==> src/rtl/binary_demux_3_stream.sv <==
// Registered 1-to-3 stream demultiplexer with a one-word holding register per channel.
// Words selecting channel 3 are dropped and counted; err stays set until reset.
module binary_demux_3_stream #(
    parameter int k     = 1,
    parameter int CNT_W = 8
) (
    input  logic             clk,
    input  logic             rst_n,
    input  logic [k-1:0]     a,
    input  logic [1:0]       sb,
    input  logic             a_valid,
    output logic             a_ready,
    output logic [k-1:0]     b0,
    output logic [k-1:0]     b1,
    output logic [k-1:0]     b2,
    output logic [2:0]       b_valid,
    input  logic [2:0]       b_ready,
    output logic             err,
    output logic [CNT_W-1:0] drop_cnt
);

    logic         in_xfer;
    logic [2:0]   load;
    logic         drop;
    logic [k-1:0] data_q [3];

    // A channel can accept when it is empty or is being drained in the same cycle.
    always_comb begin
        case (sb)
            2'd0:    a_ready = ~b_valid[0] | b_ready[0];
            2'd1:    a_ready = ~b_valid[1] | b_ready[1];
            2'd2:    a_ready = ~b_valid[2] | b_ready[2];
            default: a_ready = 1'b1;
        endcase
    end

    assign in_xfer = a_valid & a_ready;

    always_comb begin
        load = 3'b000;
        drop = 1'b0;
        if (in_xfer) begin
            case (sb)
                2'd0:    load = 3'b001;
                2'd1:    load = 3'b010;
                2'd2:    load = 3'b100;
                default: drop = 1'b1;
            endcase
        end
    end

    // A new word wins over a drain, so valid stays high on simultaneous in/out.
    always_ff @(posedge clk or negedge rst_n) begin
        if (!rst_n) begin
            b_valid <= 3'b000;
            for (int i = 0; i < 3; i++) begin
                data_q[i] <= '0;
            end
        end else begin
            for (int i = 0; i < 3; i++) begin
                if (load[i]) begin
                    b_valid[i] <= 1'b1;
                    data_q[i]  <= a;
                end else if (b_ready[i]) begin
                    b_valid[i] <= 1'b0;
                end
            end
        end
    end

    always_ff @(posedge clk or negedge rst_n) begin
        if (!rst_n) begin
            err      <= 1'b0;
            drop_cnt <= '0;
        end else if (drop) begin
            err <= 1'b1;
            if (drop_cnt != '1) begin
                drop_cnt <= drop_cnt + 1'b1;
            end
        end
    end

    assign b0 = data_q[0];
    assign b1 = data_q[1];
    assign b2 = data_q[2];

endmodule

==> config.mk <==
export PLATFORM = sky130hd
export DESIGN_NAME = binary_demux_3_stream
export DESIGN_NICKNAME = d
export VERILOG_FILES = /design/src/rtl/binary_demux_3_stream.sv
export SDC_FILE = /design/constraint.sdc
export NUM_CORES = 1
export LEC_CHECK = 0
export ABC_AREA = 1
export CAP_MARGIN = 20
export CORE_MARGIN = 1
export CORE_UTILIZATION = 48
export DETAILED_ROUTE_END_ITERATION = 6
export GPL_TIMING_DRIVEN = 0
export PLACE_DENSITY = 0.81
export SYNTH_ARGS = -nofsm -noshare
export SYNTH_HDL_FRONTEND = slang
export SYNTH_SLANG_ARGS = --single-unit
==> constraint.sdc <==
create_clock -name clk -period 2.73 [get_ports clk]
set_clock_uncertainty 0.05 [all_clocks]
set_input_delay 0.4095 -clock clk [delete_from_list [all_inputs] [get_ports clk]]
set_output_delay 0.4095 -clock clk [all_outputs]
set_load 0.005 [all_outputs]
==> flow_summary.ini, run 1 <==
[worst_setup_path]
path_class = input port to output port
critPathSlowestCell = sky130_fd_sc_hd__clkdlybuf4s50_1
r2r-end = drop_cnt[4]
cp.buffers_inverters = 2
critical_path_peak_fanout = 7
critical-path-max-stage-delay_ns = 0.52
crit_path_start_kind = input port
critPathCapture = a_ready
startpoint = sb[1]
r2r-start = drop_cnt[0]
timing.critical_path.max_delay_family = buffers and inverters
critical-path-top-cell-by-count = sky130_fd_sc_hd__clkdlybuf4s50_1
critical_path.endpoint_type = output port
r2r.worst_path.cells = 8
cp_data_arrival_time_ns = 1.93
worstPathRequired_ns = 2.27
path_depth = 5
r2r_setup_slack_ns = 1.26
path_cells = clkdlybuf4s50_1 -> nor2_1 -> o21ai_0 -> nand3_2 -> clkdlybuf4s50_1

[sta]
post-route-min-period_ns = 2.39
report.final.setup_viol = 0
hold_violations = 0
clock.fmax_ghz = 0.418
totalNegativeSetupSlack_ns = 0
timing.final.crit_share_pct = 87.6
worst_slew_margin_rel_pct = 57.7
final-max-slew-violation-count = 0
grt_setup_unrepaired = no
tightest_slew_ns = 0.632

[detailed_routing]
detail_route.drc_violations = 0
vias = 711
drt_first_iter_violations = 7
vias_per_cell = 4.84
final_antenna_net_count = 0
routed_wirelength_mm = 1.52
detail_route.first_pass.iterations = 4
wl_per_cell_um = 10.3

[yosys]
synth_enable_flop_cells = 0
yosys-top-cells-area = sky130_fd_sc_hd__dfrtp_1 47%, sky130_fd_sc_hd__nand2_1 16%, sky130_fd_sc_hd__inv_1 8.4%, sky130_fd_sc_hd__nand3_1 4.4%, sky130_fd_sc_hd__nand4_1 3.9%
synthMostInstantiatedCell = sky130_fd_sc_hd__nand2_1
primary_ff_master_synth = sky130_fd_sc_hd__dfrtp_1
synth_cells = 104
synth_seq_cells = 15
synth_nets = 114
mappedNetlistArea_um2 = 805
async_flop_share_pct = 100
synth_commonest_cells = 34 x sky130_fd_sc_hd__nand2_1, 18 x sky130_fd_sc_hd__inv_1, 15 x sky130_fd_sc_hd__dfrtp_1
yosys.cell_types.count = 19
share_of_the_yosys_chip_area_belonging_to_registers_pct = 46.7
avgSynthCellArea_um2 = 7.74
yosysWarnings = 0
synth_largest_area_cell = sky130_fd_sc_hd__dfrtp_1
synthDominantCellAreaShare_pct = 46.7

[grt]
globalRouteTotalUtil_pct = 19.4
number_of_antenna_violations_at_the_first_check_in_global_routing = 0
grt_pass1_wl_mm = 2.53
number_of_global_route_vias_before_repair = 584
grt_remaining_overflow = 0
largest_net_degree_at_the_start_of_global_routing = 16

[floorplan]
std_cell_rows = 14
floorplan.die.width_um = 42.9
initial_core_utilization_pct = 52.2
die-height_um = 42.9
die_area_um2 = 1840
io-pin-count = 25
core_region_area_um2 = 1540

[final_layout]
num-fill-cells = 130
fin_nets = 142
insertedDiodeCount = 0
drive_above_1_share_pct = 9.16
syn2layout_area_growth_pct = 34.4

[placed_design]
detailed_place_hpwl_mm = 1.22
numPortBuffers = 23
place_congestion = 0.832

[clocking]
clk_path_buf_depth = 2
postCtsSetupBuffers = 0
cts_tree = done
insertion_delay_ns = 0.28
cts_hold_buffers = 0
cts.sink_count = 15
cts_htree_levels = 1
cts_resized = 0
numCtsBuffers = 3
clockRootBuffer = sky130_fd_sc_hd__clkbuf_4
clk_pin_slew_worst_paths_ns = 0.07

[outcome]
result_of_the_run = finished, final reports clean

[power]
power.static_leakage_nw = 0.571
power.ir.vdd_worst_v = 0.000407
pwr_density_cell_nw_per_um2 = 542
power_mw = 0.586

[min_path]
hold_path.class = input port to flop

[run]
drv_cap = 0
## logic make-up after synthesis
kind of cell	Yosys count	share of synthesized area (%)
adder cells (fa/ha/maj)	1	1.55
buffers and inverters	20	9.80
AND/OR/NAND/NOR	58	34.2
XOR/XNOR	3	3.27
flip-flops	15	46.7
AO/OA/AOI/OAI	7	4.51
## placed cells by master, fill, tap and decap left out, types with 2 or more instances in the layout
master	instances
sky130_fd_sc_hd__clkdlybuf4s50_1	23
sky130_fd_sc_hd__nand2_2	2
sky130_fd_sc_hd__o21ai_0	6
sky130_fd_sc_hd__nand2_1	34
sky130_fd_sc_hd__xor2_1	2
sky130_fd_sc_hd__inv_1	18
sky130_fd_sc_hd__dfrtp_1	15
sky130_fd_sc_hd__nand4_1	5
sky130_fd_sc_hd__nand3_1	7
sky130_fd_sc_hd__clkbuf_4	3
sky130_fd_sc_hd__nor2_1	5
## worst min-delay path, delay by kind of cell
family,cells,cell delay [ns]
AND/OR/NAND/NOR,2,0.14
buffers and inverters,1,0.14
## through the flow
step           hold slack (ns)  utilization [%]  worst slack, ns  std cells  area (um^2)
2_1_floorplan           0.0639                -             1.39        104          805
3_3_place_gp             0.402             68.4            0.371        143         1050
3_5_place_dp             0.411             68.4            0.336        143         1050
4_1_cts                  0.387             70.1            0.340        147         1080
5_1_grt                  0.398             70.1            0.246        147         1080
6_report                 0.397             70.1            0.337        147         1080
## per-layer routing
| metal | global-route usage, % | vias to the layer above | part of all wire [%] |
|---|---|---|---|
| met5 | 0 | - | 0 |
| met4 | 9.09 | 0 | 2.0 |
| li1 | - | 379 | - |
| met1 | 23.2 | 315 | 47 |
| met3 | 8.94 | 5 | 3.9 |
| met2 | 29.7 | 12 | 47 |
## flip-flops by register name, indices dropped and copies added, names as in the netlist
register,cells
b1,1
drop_cnt,8
err,1
b2,1
b0,1
b_valid,3
## where the power goes
part           leakage [nW]  switching, mW  internal, mW
logic                 0.368         0.0704         0.103
clock network        0.0150         0.0630        0.0568
registers             0.188         0.0354         0.258
total                 0.571          0.169         0.417
## layout make-up
| type | instances | area [um^2] | area share [%] |
|---|---|---|---|
| Buffer | 1 | 5.00 | 0.463 |
| Clock buffer | 4 | 26.3 | 2.43 |
| Inverter | 19 | 73.8 | 6.83 |
| Multi-Input combinational cell | 69 | 350 | 32.4 |
| Sequential cell | 15 | 375 | 34.7 |
| Tap cell | 16 | 20.0 | 1.85 |
| Timing Repair Buffer | 23 | 230 | 21.3 |
## worst min-delay path by stage
stage                 start   to  slack [ns]  depth (start not counted)
floorplan             rst_n   b0        0.06                          0
global placement        err  err        0.40                          1
detailed placement      err  err        0.41                          1
CTS                 a_valid   b1        0.39                          3
global route        a_valid   b1        0.40                          3
finish              a_valid   b1        0.40                          3
Power figures use the tool's default switching activity.
==> run 2: changes to the inputs <==
- SKIP_LAST_GASP: default -> 1
==> results of run 2 <==
The final DEF is identical to that of run 1; final timing and power are the same.
